==> config.mk <==
export PLATFORM = sky130hd
export DESIGN_NAME = sfifo_pkt_arbiter
export DESIGN_NICKNAME = d
export VERILOG_FILES = /design/src/rtl/sfifo_pkt_arbiter_pkg.sv /design/src/rtl/sfifo_req_latch.sv /design/src/rtl/sfifo_pkt_arbiter.sv
export SDC_FILE = /design/constraint.sdc
export NUM_CORES = 1
export LEC_CHECK = 0
export CAP_MARGIN = 20
export CORE_MARGIN = 5
export CORE_UTILIZATION = 30
export CTS_BUF_LIST = sky130_fd_sc_hd__clkbuf_16
export DETAILED_ROUTE_END_ITERATION = 10
export GPL_ROUTABILITY_DRIVEN = 1
export SETUP_SLACK_MARGIN = 0.3
export SYNTH_ARGS = -nofsm -noshare
export SYNTH_HDL_FRONTEND = slang
export SYNTH_SLANG_ARGS = --single-unit
==> constraint.sdc <==
create_clock -name clk -period 2 [get_ports clk]
set_input_delay 0.5 -clock clk [delete_from_list [all_inputs] [get_ports clk]]
set_output_delay 0.5 -clock clk [all_outputs]
set_load 0.02 [all_outputs]
==> src/rtl/sfifo_pkt_arbiter_pkg.sv <==
// Shared types and constants for the slow-FIFO packet arbiter.
// SFIFO_ARB_CSUM_EN adds a trailing XOR checksum word to every packet.
package sfifo_pkt_arbiter_pkg;

  typedef enum logic [2:0] {
    IDLE,
    HDR0,
    HDR1,
    PAY,
`ifdef SFIFO_ARB_CSUM_EN
    CSUM,
`endif
    DONE
  } state_t;

  localparam logic [1:0]  SRC_EVT = 2'b01;
  localparam logic [1:0]  SRC_CAL = 2'b10;
  localparam logic [31:0] PKT_PID = 32'h4142504d;

  // Words per packet: PID + header + payload (+ checksum).
  function automatic int pkt_len(input int payload_words);
`ifdef SFIFO_ARB_CSUM_EN
    return payload_words + 3;
`else
    return payload_words + 2;
`endif
  endfunction

endpackage

==> src/rtl/sfifo_req_latch.sv <==
// Per-source request bookkeeping: pending flag, saturating drop counter
// and packet sequence number.
module sfifo_req_latch (
  input  logic        clk,
  input  logic        rst_n,
  input  logic        req,
  input  logic        ack,
  output logic        pend,
  output logic [15:0] drop_cnt,
  output logic [15:0] seq
);

  always_ff @(posedge clk or negedge rst_n) begin
    if (!rst_n) begin
      pend     <= 1'b0;
      drop_cnt <= 16'd0;
      seq      <= 16'd0;
    end else begin
      // A new request in the ack cycle re-arms the flag rather than dropping.
      if (req)
        pend <= 1'b1;
      else if (ack)
        pend <= 1'b0;
      if (req && pend && !ack && drop_cnt != 16'hFFFF)
        drop_cnt <= drop_cnt + 16'd1;
      if (ack)
        seq <= seq + 16'd1;
    end
  end

endmodule

==> src/rtl/sfifo_pkt_arbiter.sv <==
// Packet-atomic round-robin arbiter feeding the slow readout FIFO.
// Optional checksum word enabled by defining SFIFO_ARB_CSUM_EN.
module sfifo_pkt_arbiter
  import sfifo_pkt_arbiter_pkg::*;
#(
  parameter int                PKT_DW           = 32,
  parameter int                PAYLOAD_WORDS    = 14,
  parameter int                FIFO_DEPTH_WORDS = 64,
  parameter int                CNT_W            = 7,
  parameter logic [PKT_DW-1:0] PID              = PKT_DW'(PKT_PID)
) (
  input  logic              clk,
  input  logic              rst_n,
  input  logic              evt_req,
  input  logic              cal_req,
  input  logic [PKT_DW-1:0] evt_data,
  input  logic [PKT_DW-1:0] cal_data,
  output logic [3:0]        word_idx,
  output logic              evt_ack,
  output logic              cal_ack,
  input  logic [CNT_W-1:0]  sfifo_wd,
  output logic              sfifo_wr,
  output logic [PKT_DW-1:0] sfifo_din,
  output logic              busy,
  output logic [15:0]       evt_drop_cnt,
  output logic [15:0]       cal_drop_cnt
);

  localparam int         PKT_LEN = pkt_len(PAYLOAD_WORDS);
  localparam logic [3:0] LAST_K  = 4'(PAYLOAD_WORDS - 1);

  state_t            state;
  logic [3:0]        k;
  logic              gnt_cal;
  logic              last_cal;
  logic              evt_pend, cal_pend;
  logic [15:0]       evt_seq, cal_seq;
  logic              space_ok, want_cal;
  logic [PKT_DW-1:0] src_data, hdr_word;
`ifdef SFIFO_ARB_CSUM_EN
  logic [PKT_DW-1:0] csum;
`endif

  sfifo_req_latch u_evt_latch (
    .clk      (clk),
    .rst_n    (rst_n),
    .req      (evt_req),
    .ack      (evt_ack),
    .pend     (evt_pend),
    .drop_cnt (evt_drop_cnt),
    .seq      (evt_seq)
  );

  sfifo_req_latch u_cal_latch (
    .clk      (clk),
    .rst_n    (rst_n),
    .req      (cal_req),
    .ack      (cal_ack),
    .pend     (cal_pend),
    .drop_cnt (cal_drop_cnt),
    .seq      (cal_seq)
  );

  assign space_ok = (int'(sfifo_wd) + PKT_LEN) <= FIFO_DEPTH_WORDS;
  // On a tie, serve whichever source was not granted last.
  assign want_cal = cal_pend && (!evt_pend || !last_cal);
  assign src_data = gnt_cal ? cal_data : evt_data;
  assign hdr_word = PKT_DW'({gnt_cal ? SRC_CAL : SRC_EVT, 14'b0,
                             gnt_cal ? cal_seq : evt_seq});
  // Look one word ahead so the registered write lands at the next cycle.
  assign word_idx = (state == PAY && k != LAST_K) ? k + 4'd1 : 4'd0;
  assign busy     = (state != IDLE);

  always_ff @(posedge clk or negedge rst_n) begin
    if (!rst_n) begin
      state     <= IDLE;
      k         <= 4'd0;
      gnt_cal   <= 1'b0;
      last_cal  <= 1'b1;
      sfifo_wr  <= 1'b0;
      sfifo_din <= '0;
      evt_ack   <= 1'b0;
      cal_ack   <= 1'b0;
`ifdef SFIFO_ARB_CSUM_EN
      csum      <= '0;
`endif
    end else begin
      evt_ack <= 1'b0;
      cal_ack <= 1'b0;
      case (state)
        IDLE: begin
          if ((evt_pend || cal_pend) && space_ok) begin
            gnt_cal   <= want_cal;
            last_cal  <= want_cal;
            sfifo_wr  <= 1'b1;
            sfifo_din <= PID;
            state     <= HDR0;
          end
        end
        HDR0: begin
          sfifo_din <= hdr_word;
`ifdef SFIFO_ARB_CSUM_EN
          csum      <= hdr_word;
`endif
          state     <= HDR1;
        end
        HDR1: begin
          sfifo_din <= src_data;
`ifdef SFIFO_ARB_CSUM_EN
          csum      <= csum ^ src_data;
`endif
          k         <= 4'd0;
          state     <= PAY;
        end
        PAY: begin
          if (k == LAST_K) begin
`ifdef SFIFO_ARB_CSUM_EN
            sfifo_din <= csum;
            state     <= CSUM;
`else
            sfifo_wr  <= 1'b0;
            sfifo_din <= '0;
            evt_ack   <= !gnt_cal;
            cal_ack   <= gnt_cal;
            state     <= DONE;
`endif
          end else begin
            sfifo_din <= src_data;
`ifdef SFIFO_ARB_CSUM_EN
            csum      <= csum ^ src_data;
`endif
            k         <= k + 4'd1;
          end
        end
`ifdef SFIFO_ARB_CSUM_EN
        CSUM: begin
          sfifo_wr  <= 1'b0;
          sfifo_din <= '0;
          evt_ack   <= !gnt_cal;
          cal_ack   <= gnt_cal;
          state     <= DONE;
        end
`endif
        DONE: state <= IDLE;
        default: state <= IDLE;
      endcase
    end
  end

endmodule

==> flow_metrics.tcl, run 1 <==
set metrics [dict create \
    maxSlewViolCount 0 \
    maxClockFrequency_ghz 0.507 \
    cts_sinks 110 \
    crit_end "word_idx[3]" \
    max-slew-margin-rel_pct 70.1 \
    clock_skew_ns 0.0140 \
    r2r_end "sfifo_din[13]" \
    startpoint_type "register" \
    reg2reg_setup_slack_ns 0.18 \
    max_stage_delay_ns 0.43 \
    diodes 0 \
    end_kind "output port" \
    rows 48 \
    drc 0 \
    pin_count 147 \
    ys.flop_type "dfrtp_1" \
    core_region_area_sq_um 17300 \
    fin_crit_ns 1.97 \
    dr.pass1.iters 5 \
    cp_max_fo 5 \
    ant_nets 0 \
    cp_data_arrival_time_ns 1.47 \
    clk_pin_slew_worst_paths_ns 0.08 \
    dieArea_sq_um 20400 \
    finalHoldViolCount 0 \
    htreeDepth 3 \
    area_growth_pct 56.6 \
    grt_use_total_pct 15.1 \
    vias 4495 \
    via_per_inst 4.97 \
    hp-class "in2async" \
    finalCritPeriodShare_pct 98.6 \
    portBuffers 146 \
    synth_edf_count 0 \
    final_nets 755 \
    worstSetupPathType "reg2out" \
    dpl_cell_area_sq_um 7350 \
    antenna_found_initial 0 \
    cts_inserted_buffers 9 \
    cp_common_cell "nand3_4" \
    cap_viol_max_count 0 \
    leakagePower_nw 3.77 \
    ys_seq_area_share_pct 52.1 \
    place.gp.congestion 0.785 \
    setup_tns_ns 0 \
    r2r_start "k[1]" \
    cts.path.max_buffers 2 \
    routed_wl_um 15300 \
    netlist_instances 475 \
    fp.dieW_um 143 \
    drt_iter0_drc 219 \
    ys_async_sr_fraction_pct 100 \
    synth_cell_type_count 51 \
    holdWs_ns 0.0660 \
    power.ir.vdd_worst_mv 0.765 \
    fin_ws_ns 0.0272 \
    clock_latency_ns 0.35 \
    root_buffer "clkbuf_16" \
    hpwl_um 10600 \
    setup_viol 0 \
    post-place-ws_ns -0.442 \
    synth_area_sq_um 5290 \
    die_height_um 143 \
    slowest_stage "dfrtp_1" \
    worstMarginPinSlew_ns 0.436 \
    crit_chain "ha_4 > nand3_4 > nand3_4 > nor2_4 > buf_6" \
    rsz0062_at_grt "yes" \
    overflow 0 \
    start_util_pct 30.6 \
    ys_seq_elements 110 \
    critical_path_depth 5 \
    wl_per_cell_um 16.9 \
    status "completed" \
    grt_pass1_wl_um 24500 \
    grt_max_degree 51 \
    syn_area_per_cell_sq_um 11.1 \
    path_buf_inv 1 \
    critPathLaunch "k[0]" \
    drive_gt1_share_pct 28.3 \
    cts_tree "yes" \
    synth_nets 556 \
    p_per_area_nw_per_um2 1210 \
    ys_warn_count 0 \
    reg2reg_depth 7 \
    cp_top_family "flip-flops" \
    grt_pass1_vias 4722 \
    finalInstanceArea_sq_um 8290 \
    crit_required_ns 1.50 \
]
-- cell usage after synthesis, types with 8 or more instances --
| cell type | instances | share of area (%) |
|---|---|---|
| o2bb2ai_1 | 11 | 1.8 |
| nor2_1 | 27 | 1.9 |
| xnor2_1 | 22 | 3.6 |
| and3_1 | 12 | 1.4 |
| o21ai_0 | 18 | 1.7 |
| nand4_1 | 17 | 2.0 |
| xor2_1 | 32 | 5.3 |
| nor3_1 | 14 | 1.3 |
| nand3_1 | 23 | 2.2 |
| mux2i_1 | 21 | 4.0 |
| a21oi_1 | 8 | 0.76 |
| clkbuf_1 | 12 | 0.85 |
| dfrtp_1 | 109 | 52 |
| nand2_1 | 22 | 1.6 |
| inv_1 | 16 | 1.1 |
| mux2_2 | 21 | 4.5 |
| a222oi_1 | 10 | 1.9 |
-- area by class of cell --
| type | instances | area [sq um] |
|---|---|---|
| inverters | 16 | 60.1 |
| well taps | 225 | 282 |
| multi-input cells | 329 | 2870 |
| clock buffers | 9 | 225 |
| clock inverters | 7 | 46.3 |
| flip-flops and latches | 110 | 2770 |
| repair buffers | 208 | 2030 |
| fillers | 1597 | 9010 |
-- how the worst min path moves through the flow --
stage | slack (ns) | from | end | cells after the start
3_3_place_gp | 0.45 | rst_n | k[0] | 1
4_1_cts | 0.06 | rst_n | k[1] | 1
2_1_floorplan | 0.20 | rst_n | cal_ack | 0
5_1_grt | 0.09 | rst_n | k[1] | 1
3_5_place_dp | 0.46 | rst_n | k[1] | 1
6_report | 0.07 | rst_n | k[1] | 1
-- timing repair --
item | 4_1_cts | 5_1_grt
gates resized for setup | 179 | 61
gates cloned | 4 | 0
hold buffers | 0 | 0
buffers inserted | 12 | 9
setup endpoints to repair | 120 | 70
pin swaps | 23 | 25
-- worst reg2reg max path, stage by stage, from the launching register on --
cell,delay [ns]
dfrtp_1,0.40
inv_2,0.09
ha_4,0.15
buf_4,0.11
nand4_1,0.14
and2_4,0.24
a222oi_1,0.46
o21ai_4,0.10
-- cell usage in the layout (no fill, tap or decap), drive strengths merged, types with 21 or more instances in the layout --
cell           Yosys  final
mux2              21     21
buf                8     72
xnor2             22     22
dfrtp            109    109
xor2              32     32
clkdlybuf4s50      0     68
nor2              27     27
dlygate4sd2        0     53
nand2             22     22
mux2i             21     21
nand3             23     23
-- report_power, final --
| group | internal (mW) | switching, mW |
|---|---|---|
| clock | 0.850 | 0.864 |
| sequential | 2.85 | 0.608 |
| combinational | 2.34 | 2.53 |
| total | 6.04 | 4.00 |
-- state kept, by name, indices dropped and copies added, names as in the netlist, 3 cells and up --
signal	flops
k	4
state	3
u_evt_latch.seq	16
sfifo_din	32
u_cal_latch.drop_cnt	16
u_evt_latch.drop_cnt	16
u_cal_latch.seq	16
-- metal layers --
layer  up-vias  global-route usage (%)  part of all wire, %
li1       2162                       -                    -
met1      2213                    19.2                   43
met2       108                    25.3                   50
met3        12                    3.48                  5.4
met4         0                    5.05                  1.4
met5         -                       0                    0
-- per-stage QoR --
step	utilization (%)	instances	power, mW
3_3_place_gp	42.5	863	7.61
2_1_floorplan	-	475	5.57
4_1_cts	46.2	895	9.64
6_report	47.9	904	10.0
3_5_place_dp	42.5	863	7.69
5_1_grt	47.9	904	10.7
-- logic make-up (layout without fill, tap and decap cells) --
logic type	count (synthesis)	after routing	share of synthesized area (%)
and+or+nand+nor	139	139	14.0
muxes	42	42	8.44
adders and majority gates	6	6	1.42
DFF	110	110	52.1
AOI/OAI and AO/OA	88	88	12.4
buffers and inverters	36	240	2.77
xor gates and xnor gates	54	54	8.94
No activity file was read; power rests on OpenSTA's default activity.
==> run 2: changes to the inputs <==
ABC_CLOCK_PERIOD_IN_PS = 2000   (was default)
==> results of run 2 <==
No change in the layout: final DEF, timing and power equal those of run 1.
